## src/rtl/gemm_stream_sequencer.sv

```systemverilog
// Stream sequencer for the fixed-weights GEMM array: feeds rows, tracks
// real-row tags through the skew pipeline and presents results in order.
module gemm_stream_sequencer #(
  parameter int SA_SIZE                = 4,
  parameter int WEIGHT_ACTIVATION_SIZE = 8,
  parameter int ROW_CNT_W              = 16,
  parameter int LATENCY                = 2 * SA_SIZE
) (
  input  logic                                          clk,
  input  logic                                          reset,
  input  logic                                          start,
  input  logic [ROW_CNT_W-1:0]                          num_rows,
  input  logic                                          in_valid,
  output logic                                          in_ready,
  input  logic [SA_SIZE-1:0][WEIGHT_ACTIVATION_SIZE-1:0] in_data,
  output logic [SA_SIZE-1:0][WEIGHT_ACTIVATION_SIZE-1:0] sa_act_in,
  output logic                                          sa_advance,
  input  logic [SA_SIZE-1:0][WEIGHT_ACTIVATION_SIZE-1:0] sa_act_out,
  output logic                                          out_valid,
  input  logic                                          out_ready,
  output logic [SA_SIZE-1:0][WEIGHT_ACTIVATION_SIZE-1:0] out_data,
  output logic                                          busy,
  output logic                                          done
);

  localparam logic [1:0] S_IDLE   = 2'd0;
  localparam logic [1:0] S_STREAM = 2'd1;
  localparam logic [1:0] S_DRAIN  = 2'd2;
  localparam logic [1:0] S_DONE   = 2'd3;

  localparam logic [ROW_CNT_W-1:0] ONE = ROW_CNT_W'(1);

  logic [1:0]           state_q, state_d;
  logic [ROW_CNT_W-1:0] m_q, m_d;
  logic [ROW_CNT_W-1:0] rows_in_q, rows_in_d;
  logic [ROW_CNT_W-1:0] rows_out_q, rows_out_d;
  logic [LATENCY-1:0]   tags_q, tags_d;
  logic                 taken_q, taken_d;

  logic                 tail;
  logic                 stall;
  logic                 accept;
  logic                 handoff;
  logic [ROW_CNT_W-1:0] out_cnt;

  assign tail      = tags_q[LATENCY-1];
  assign out_valid = tail && !taken_q;
  assign stall     = out_valid && !out_ready;
  assign in_ready  = (state_q == S_STREAM) && (rows_in_q < m_q) && !stall;
  assign accept    = in_valid && in_ready;
  assign handoff   = out_valid && out_ready;
  assign out_cnt   = handoff ? rows_out_q + ONE : rows_out_q;
  assign sa_act_in = accept ? in_data : '0;
  assign out_data  = sa_act_out;
  assign busy      = (state_q != S_IDLE);
  assign done      = (state_q == S_DONE);

  // Drain stops on the cycle the last result is taken, so no extra shift.
  always_comb begin
    sa_advance = 1'b0;
    case (state_q)
      S_STREAM: sa_advance = accept;
      S_DRAIN:  sa_advance = !stall && (out_cnt != m_q);
      default:  sa_advance = 1'b0;
    endcase
  end

  always_comb begin
    state_d    = state_q;
    m_d        = m_q;
    rows_in_d  = accept ? rows_in_q + ONE : rows_in_q;
    rows_out_d = out_cnt;
    tags_d     = tags_q;
    taken_d    = taken_q;
    if (sa_advance) begin
      tags_d  = {tags_q[LATENCY-2:0], accept};
      taken_d = 1'b0;
    end else if (handoff) begin
      taken_d = 1'b1;
    end
    case (state_q)
      S_IDLE: begin
        if (start) begin
          m_d        = num_rows;
          rows_in_d  = '0;
          rows_out_d = '0;
          tags_d     = '0;
          taken_d    = 1'b0;
          state_d    = (num_rows == '0) ? S_DONE : S_STREAM;
        end
      end
      S_STREAM: begin
        if (accept && (rows_in_d == m_q)) state_d = S_DRAIN;
      end
      S_DRAIN: begin
        if (handoff && (out_cnt == m_q)) state_d = S_DONE;
      end
      default: state_d = S_IDLE;
    endcase
  end

  always_ff @(posedge clk) begin
    if (reset) begin
      state_q    <= S_IDLE;
      m_q        <= '0;
      rows_in_q  <= '0;
      rows_out_q <= '0;
      tags_q     <= '0;
      taken_q    <= 1'b0;
    end else begin
      state_q    <= state_d;
      m_q        <= m_d;
      rows_in_q  <= rows_in_d;
      rows_out_q <= rows_out_d;
      tags_q     <= tags_d;
      taken_q    <= taken_d;
    end
  end

endmodule

```

## config.mk

```make
export PLATFORM = sky130hd
export DESIGN_NAME = gemm_stream_sequencer
export DESIGN_NICKNAME = d
export VERILOG_FILES = /design/src/rtl/gemm_stream_sequencer.sv
export SDC_FILE = /design/constraint.sdc
export NUM_CORES = 1
export LEC_CHECK = 0
export ABC_AREA = 1
export BUFFER_PORTS_ARGS = -buffer_cell sky130_fd_sc_hd__buf_2
export CAP_MARGIN = 20
export CELL_PAD_IN_SITES_DETAIL_PLACEMENT = 1
export CELL_PAD_IN_SITES_GLOBAL_PLACEMENT = 1
export CORE_MARGIN = 1
export CORE_UTILIZATION = 34
export CTS_CLUSTER_SIZE = 25
export DETAILED_ROUTE_END_ITERATION = 8
export HOLD_SLACK_MARGIN = 0.06
export MAX_ROUTING_LAYER = met4
export PLACE_DENSITY_LB_ADDON = 0.25
export SYNTH_ARGS = -nofsm -noshare
export SYNTH_HDL_FRONTEND = slang
export SYNTH_SLANG_ARGS = --single-unit
```

## constraint.sdc

```tcl
create_clock -name clk -period 3.3 [get_ports clk]
set_input_delay 0.66 -clock clk [delete_from_list [all_inputs] [get_ports clk]]
set_output_delay 0.66 -clock clk [all_outputs]
set_load 0.01 [all_outputs]
```

==> results of run 1 <==
[layout make-up]
cell class / count / area share
Multi-Input combinational cell: 456 / 0.475
Clock buffer: 11 / 0.0475
Clock inverter: 4 / 0.0139
Timing Repair Buffer: 115 / 0.128
Sequential cell: 59 / 0.225
Tap cell: 168 / 0.0395
Inverter: 98 / 0.0701
[worst max path at each step]
stage | start | endpoint | slack [ns] | cells past startpoint
final | rows_out_q[0] | sa_advance | 0.02 | 16
after global placement | out_ready | sa_advance | -0.04 | 14
after CTS | rows_out_q[0] | sa_advance | -0.03 | 17
after detailed placement | out_ready | sa_advance | -0.11 | 14
after floorplan | out_ready | sa_advance | 0.46 | 15
after global routing | taken_q | sa_advance | -0.17 | 16
[kinds of logic after synthesis]
family	count (synthesis)	share of synthesized area
AND/OR/NAND/NOR	334	0.347
buffers and inverters	150	0.165
XOR/XNOR	36	0.0745
adder cells (fa/ha/maj)	22	0.0635
multiplexers	1	0.00231
flip-flops	59	0.273
AO/OA/AOI/OAI	63	0.0754
[flip-flops by register name, indices dropped and copies added (netlist names)]
name        cells
rows_out_q     16
tags_q          8
m_q            16
state_q         2
rows_in_q      16
taken_q         1
[placed cells by master (no fill, tap or decap), types with 23 or more instances in the layout]
master and count:
sky130_fd_sc_hd__nor2_1 106, sky130_fd_sc_hd__xor2_1 27, sky130_fd_sc_hd__dfxtp_1 50, sky130_fd_sc_hd__nand2_1 115
sky130_fd_sc_hd__a21oi_1 34, sky130_fd_sc_hd__buf_4 23, sky130_fd_sc_hd__nand4_1 27, sky130_fd_sc_hd__o21ai_0 23
sky130_fd_sc_hd__buf_2 87, sky130_fd_sc_hd__nand3_1 47, sky130_fd_sc_hd__inv_1 93
[repair_timing]
| action | in CTS | in global routing |
|---|---|---|
| setup endpoints to repair | 33 | 36 |
| setup buffers | 2 | 5 |
| pin swaps | 4 | 12 |
| hold endpoints to repair | 0 | 0 |
| cloned | 0 | 0 |
| resized for setup | 13 | 21 |
[critical path: stages (launching register included)]
cell	delay [ns]
sky130_fd_sc_hd__dfxtp_4	0.37
sky130_fd_sc_hd__ha_4	0.13
sky130_fd_sc_hd__inv_2	0.04
sky130_fd_sc_hd__nor2_4	0.09
sky130_fd_sc_hd__nand3_2	0.11
sky130_fd_sc_hd__nor2_4	0.19
sky130_fd_sc_hd__nand3_2	0.14
sky130_fd_sc_hd__xor2_2	0.26
sky130_fd_sc_hd__xor2_1	0.18
sky130_fd_sc_hd__nand3_1	0.11
sky130_fd_sc_hd__nor2_2	0.14
sky130_fd_sc_hd__nand3_1	0.08
sky130_fd_sc_hd__nand3b_1	0.11
sky130_fd_sc_hd__nand2_2	0.09
sky130_fd_sc_hd__nand2_4	0.10
sky130_fd_sc_hd__inv_6	0.04
sky130_fd_sc_hd__buf_6	0.11
[routing by layer]
metal | part of all wire | up-vias | routed length (µm)
li1 | - | 2236 | -
met4 | 0.026 | 0 | 403
met1 | 0.42 | 2192 | 6580
met3 | 0.057 | 30 | 902
met2 | 0.50 | 157 | 7810
met5 | 0 | - | 0
[power groups by stage]
stage          logic, W  registers (W)  clock network [W]
6_report        0.00150       0.000930            0.00105
5_1_grt         0.00166       0.000943            0.00109
4_1_cts         0.00145       0.000929            0.00106
3_5_place_dp    0.00141       0.000942                  0
3_3_place_gp    0.00135       0.000937                  0
2_1_floorplan  0.000964       0.000904                  0
[metrics by stage]
stage / power (W) / util / cell area (µm²)
floorplan: 0.00187 / - / 4330
global placement: 0.00229 / 0.395 / 4820
detailed placement: 0.00235 / 0.395 / 4820
CTS: 0.00344 / 0.427 / 5220
global route: 0.00369 / 0.436 / 5320
finish: 0.00348 / 0.436 / 5320
==> results.sh, run 1 <==
export IMPL_outcome="complete, no violations"
export IMPL_worst_endpoint_arrival_ns=2.62
export IMPL_worst_ir_drop_vdd_v=0.000296
export IMPL_synth_avg_cell_area_um2=6.51
export IMPL_final_max_slew_viol_count=0
export IMPL_synth_common_cells="sky130_fd_sc_hd__nand2_1 (118), sky130_fd_sc_hd__nor2_1 (108), sky130_fd_sc_hd__inv_1 (94)"
export IMPL_yosys_cell_count_top_type="sky130_fd_sc_hd__nand2_1"
export IMPL_timing_critical_path_to_type="output port"
export IMPL_clock_tree_from_tritoncts="done"
export IMPL_clock_skews_ns=0.00912
export IMPL_io_pin_count=154
export IMPL_route_detailed_vias_per_inst=5.07
export IMPL_yosysTopAreaCell="sky130_fd_sc_hd__dfxtp_1"
export IMPL_post_route_worst_hold_slack_ns=0.478
export IMPL_global_route_usage_sum=0.245
export IMPL_cts_root_buffer_cell="sky130_fd_sc_hd__clkbuf_16"
export IMPL_max_cap_violations=0
export IMPL_met3_usage=0.0416
export IMPL_cts_clk_slew_worst_paths_ns=0.05
export IMPL_timing_final_ws_setup_ns=0.0195
export IMPL_floorplan_die_width_um=115
export IMPL_yosys_area_top_type_share=0.273
export IMPL_p_sw_frac=0.406
export IMPL_detailed_route_wire_length_mm=15.7
export IMPL_relSlewSlack=0.493
export IMPL_power_density_nw_per_um2=653
export IMPL_min_delay_path_depth=2
export IMPL_grt_busiest_layer="met2"
export IMPL_async_flop_share=0
export IMPL_r2r_worst_path_cells=21
export IMPL_core_area_um2=12200
export IMPL_postCtsHoldBufs=0
export IMPL_cts_inserted_buffers=9
export IMPL_detail_route_first_pass_iterations=4
export IMPL_fin_crit_sh=0.994
export IMPL_timing_rr_end="state_q[0]"
export IMPL_cts_root_to_sink_buffers=2
export IMPL_power_sequential_fraction=0.267
export IMPL_rows=40
export IMPL_postSynthCellCount=665
export IMPL_wire_length_of_the_first_global_routing_pass_mm=23.9
export IMPL_report_final_hold_viol_count=0
export IMPL_reg2reg_from="m_q[13]"
export IMPL_final_period_minus_worst_setup_slack_ns=3.28
export IMPL_nNetsFinal=846
export IMPL_grt_max_degree=33
export IMPL_remaining_drc_errors=0
export IMPL_power_switching_w=0.00141
export IMPL_finalSetupTns_ns=0
export IMPL_yosysWarningCount=0
export IMPL_worst_slew_pin_tran_ns=0.755
export IMPL_ys_top_cells_by_area="sky130_fd_sc_hd__dfxtp_1 (27%), sky130_fd_sc_hd__nand2_1 (10%), sky130_fd_sc_hd__nor2_1 (9.4%)"
export IMPL_initial_antenna_violation_count=0
export IMPL_worstHoldPathType="register to register"
export IMPL_layout_filler_cells=1645
export IMPL_gp_congestion=0.878
export IMPL_p_comb_frac=0.431
export IMPL_sequential_cell_area_um2=1200
export IMPL_groute_layer_met1_usage=0.271
export IMPL_globalRoute_totalOverflow=0
export IMPL_dp_cells=889
export IMPL_clk_latency_ns=0.34
export IMPL_dp_final_hpwl_mm=12.2
export IMPL_dominantRegCellSynth="sky130_fd_sc_hd__dfxtp_1"
export IMPL_area_growth_syn_to_layout_pct=22.8
export IMPL_cts_num_sinks=59
export IMPL_synth_yosys_seq_area_share=0.273
export IMPL_rsz_0062_raised_after_global_routing="true"
export IMPL_regToRegSetupSlack_ns=0.27
export IMPL_routed_via_count=4615
export IMPL_cts_htree_levels=3
export IMPL_post_layout_nonfiller_instances=911
export IMPL_syn_cell_area_um2=4330
export IMPL_pwr_share_clk=0.302
export IMPL_die_area_um2=13200
export IMPL_n_antenna_cell=0
export IMPL_timing_hold_worst_endpoint="tags_q[0]"
export IMPL_yosysUniqueCellTypes=38
export IMPL_buffer_ports_inserted=89
export IMPL_ys_seq_elements=59
export IMPL_grt_util_met2=0.436
export IMPL_synth_edff_count=0
export IMPL_crit_fanout=6
export IMPL_multi_input_area_um2=2530
export IMPL_synthesis_nets=772
export IMPL_average_wire_length_per_cell_after_detail_routing_um=17.2
export IMPL_timing_fmax_mhz=305
export IMPL_detail_route_iter0_violations=209
export IMPL_first_global_vias=4708
export IMPL_hp_start="tags_q[0]"
export IMPL_route_antenna_remaining_nets=0
export IMPL_pre_cts_slack_ns=-0.108
export IMPL_post_route_cells_drive_above_1_share=0.230
export IMPL_initial_utilization=0.355
export IMPL_worst_ep_required_time_ns=2.64
export IMPL_total_leakage_power_nw=2.58
export IMPL_final_setup_viol_count=0
export IMPL_height_of_the_chip_um=115
export IMPL_worstSetupStartpointType="register"
export IMPL_critical_path_class="register to output port"
export IMPL_internal_power_w=0.00207
No activity file was read; power rests on OpenSTA's default activity.
==> inputs of run 2 (changes only) <==
--- a/config.mk
+++ b/config.mk
@@ -7,11 +7,11 @@
 export LEC_CHECK = 0
 export ABC_AREA = 1
 export BUFFER_PORTS_ARGS = -buffer_cell sky130_fd_sc_hd__buf_2
-export CAP_MARGIN = 20
+export CAP_MARGIN = 25
 export CELL_PAD_IN_SITES_DETAIL_PLACEMENT = 1
 export CELL_PAD_IN_SITES_GLOBAL_PLACEMENT = 1
 export CORE_MARGIN = 1
-export CORE_UTILIZATION = 34
+export CORE_UTILIZATION = 37
 export CTS_CLUSTER_SIZE = 25
 export DETAILED_ROUTE_END_ITERATION = 8
 export HOLD_SLACK_MARGIN = 0.06
==> constraint.sdc (replaced) <==
create_clock -name clk -period 4.11 [get_ports clk]
set_input_delay 0.822 -clock clk [delete_from_list [all_inputs] [get_ports clk]]
set_output_delay 0.822 -clock clk [all_outputs]
set_load 0.01 [all_outputs]
==> run 2 against run 1 <==
- core utilization increased by 0.45 points
- die area is 8.0% lower
- cell area down 5.5%
- worst setup slack better by 0.41 ns
- count of clock-buffer cells in the layout up 1
- combinational power decreased by 29%
- first-iteration DRC count decreased by 25%
- critical path depth did not move
- power is 24% lower
- clock skew decreased by 0.0026 ns
- routed wire length decreased by 9.0%
- sequential power is 19% lower
- critical path type is now primary input to output port
==> results.sh, run 2 (same netlist as run 1, synthesis figures left out) <==
export IMPL_wire_length_of_the_first_global_routing_pass_mm=21.4
export IMPL_clock_tree_from_tritoncts="done"
export IMPL_pre_cts_slack_ns=0.413
export IMPL_final_setup_viol_count=0
export IMPL_relSlewSlack=0.503
export IMPL_cts_inserted_buffers=9
export IMPL_globalRoute_totalOverflow=0
export IMPL_timing_fmax_mhz=272
export IMPL_reg_largest_list="m_q (16), rows_in_q (16), rows_out_q (16)"
export IMPL_reg2reg_from="m_q[13]"
export IMPL_cts_root_to_sink_buffers=2
export IMPL_worst_ir_drop_vdd_v=0.000254
export IMPL_height_of_the_chip_um=110
export IMPL_rsz_0062_raised_after_global_routing="false"
export IMPL_regToRegSetupSlack_ns=0.72
export IMPL_nNetsFinal=827
export IMPL_final_period_minus_worst_setup_slack_ns=3.68
export IMPL_timing_hold_worst_endpoint="tags_q[5]"
export IMPL_timing_critical_path_to_type="output port"
export IMPL_io_pin_count=154
export IMPL_fin_crit_sh=0.895
export IMPL_timing_final_ws_setup_ns=0.430
export IMPL_dp_cells=852
export IMPL_route_detailed_vias_per_inst=5.16
export IMPL_power_density_nw_per_um2=528
export IMPL_hp_start="tags_q[5]"
export IMPL_timing_rr_end="state_q[0]"
export IMPL_worst_slew_pin_tran_ns=0.739
export IMPL_dp_final_hpwl_mm=11.4
export IMPL_ctsResizeCount=0
export IMPL_outcome="complete, no violations"
export IMPL_post_route_cells_drive_above_1_share=0.181
export IMPL_min_delay_path_depth=2
export IMPL_report_final_hold_viol_count=0
export IMPL_cts_num_sinks=59
export IMPL_first_global_vias=4385
export IMPL_clock_skews_ns=0.00655
export IMPL_average_wire_length_per_cell_after_detail_routing_um=16.4
export IMPL_buffer_ports_inserted=89
export IMPL_gp_congestion=0.885
export IMPL_mostFrequentLayoutCell="sky130_fd_sc_hd__nand2_1"
export IMPL_worstHoldPathType="register to register"
export IMPL_core_area_um2=11400
export IMPL_post_route_worst_hold_slack_ns=0.482
export IMPL_detail_route_first_pass_iterations=4
export IMPL_die_area_um2=12100
export IMPL_final_max_slew_viol_count=0
export IMPL_postCtsHoldBufs=0
export IMPL_total_leakage_power_nw=2.46
export IMPL_remaining_drc_errors=0
export IMPL_global_route_usage_sum=0.242
export IMPL_post_cts_buffers=0
export IMPL_route_antenna_remaining_nets=0
export IMPL_worst_endpoint_arrival_ns=2.86
export IMPL_detailed_route_wire_length_mm=14.3
export IMPL_floorplan_die_width_um=110
export IMPL_critical_path_class="primary input to output port"
export IMPL_rows=39
export IMPL_max_cap_violations=0
export IMPL_layout_cells_most_common_list="sky130_fd_sc_hd__nand2_1 (118), sky130_fd_sc_hd__nor2_1 (108), sky130_fd_sc_hd__inv_1 (94)"
export IMPL_post_layout_nonfiller_instances=869
export IMPL_initial_utilization=0.379
export IMPL_cts_root_buffer_cell="sky130_fd_sc_hd__clkbuf_16"
export IMPL_clk_latency_ns=0.33
export IMPL_initial_antenna_violation_count=1
export IMPL_worstSetupStartpointType="primary input"
export IMPL_finalSetupTns_ns=0
export IMPL_cts_htree_levels=3
export IMPL_crit_fanout=10
export IMPL_cts_clk_slew_worst_paths_ns=0.05
export IMPL_routed_via_count=4480
export IMPL_area_growth_syn_to_layout_pct=16.1
export IMPL_r2r_worst_path_cells=17
export IMPL_grt_max_degree=44
export IMPL_detail_route_iter0_violations=156
export IMPL_worst_ep_required_time_ns=3.29
-- run 2: area by class of cell --
class / instances / area [µm²]
antenna: 1 / 2.50
sequential: 59 / 1180
inverter: 98 / 370
multi-input combinational: 456 / 2450
tap: 143 / 179
clock buffer: 12 / 256
fill: 1525 / 6390
clock inverter: 4 / 72.6
timing repair buffer: 96 / 518
-- run 2: routing by layer --
metal | routed length [µm] | track usage | part of all wire
met1 | 6050 | 0.271 | 0.42
met2 | 7040 | 0.423 | 0.49
met3 | 858 | 0.0429 | 0.060
met4 | 338 | 0.102 | 0.024
met5 | 0 | - | 0
-- run 2: metrics by stage --
step,instance area [µm²],total power (W),utilization
after floorplan,4330,0.00150,-
after global placement,4670,0.00178,0.409
after detailed placement,4700,0.00183,0.411
after CTS,5020,0.00267,0.440
after global routing,5030,0.00283,0.440
final,5030,0.00266,0.440
-- run 2: power by group --
group | internal (W) | switching (W)
clock network | 0.000562 | 0.000269
registers | 0.000659 | 0.0000909
logic | 0.000362 | 0.000712
-- run 2: worst max-delay path, cell delays in order --
cell and delay [ns]:
sky130_fd_sc_hd__buf_2 0.12, sky130_fd_sc_hd__nand3_4 0.16, sky130_fd_sc_hd__nor2_4 0.16, sky130_fd_sc_hd__nand3_2 0.11
sky130_fd_sc_hd__nor2_4 0.16, sky130_fd_sc_hd__nand3_1 0.11, sky130_fd_sc_hd__xor2_1 0.23, sky130_fd_sc_hd__xor2_1 0.17
sky130_fd_sc_hd__nand3_1 0.10, sky130_fd_sc_hd__nor2_1 0.14, sky130_fd_sc_hd__nand3_1 0.09, sky130_fd_sc_hd__nand3b_1 0.08
sky130_fd_sc_hd__nand2_1 0.08, sky130_fd_sc_hd__nand2_4 0.13, sky130_fd_sc_hd__inv_4 0.07, sky130_fd_sc_hd__buf_2 0.14
-- run 2: worst max-delay path by stage --
| stage | start | to | cells past startpoint |
|---|---|---|---|
| 4_1_cts | out_ready | sa_advance | 16 |
| 2_1_floorplan | out_ready | sa_advance | 15 |
| 6_report | out_ready | sa_advance | 16 |
| 3_5_place_dp | out_ready | sa_advance | 16 |
| 5_1_grt | out_ready | sa_advance | 16 |
| 3_3_place_gp | out_ready | sa_advance | 16 |
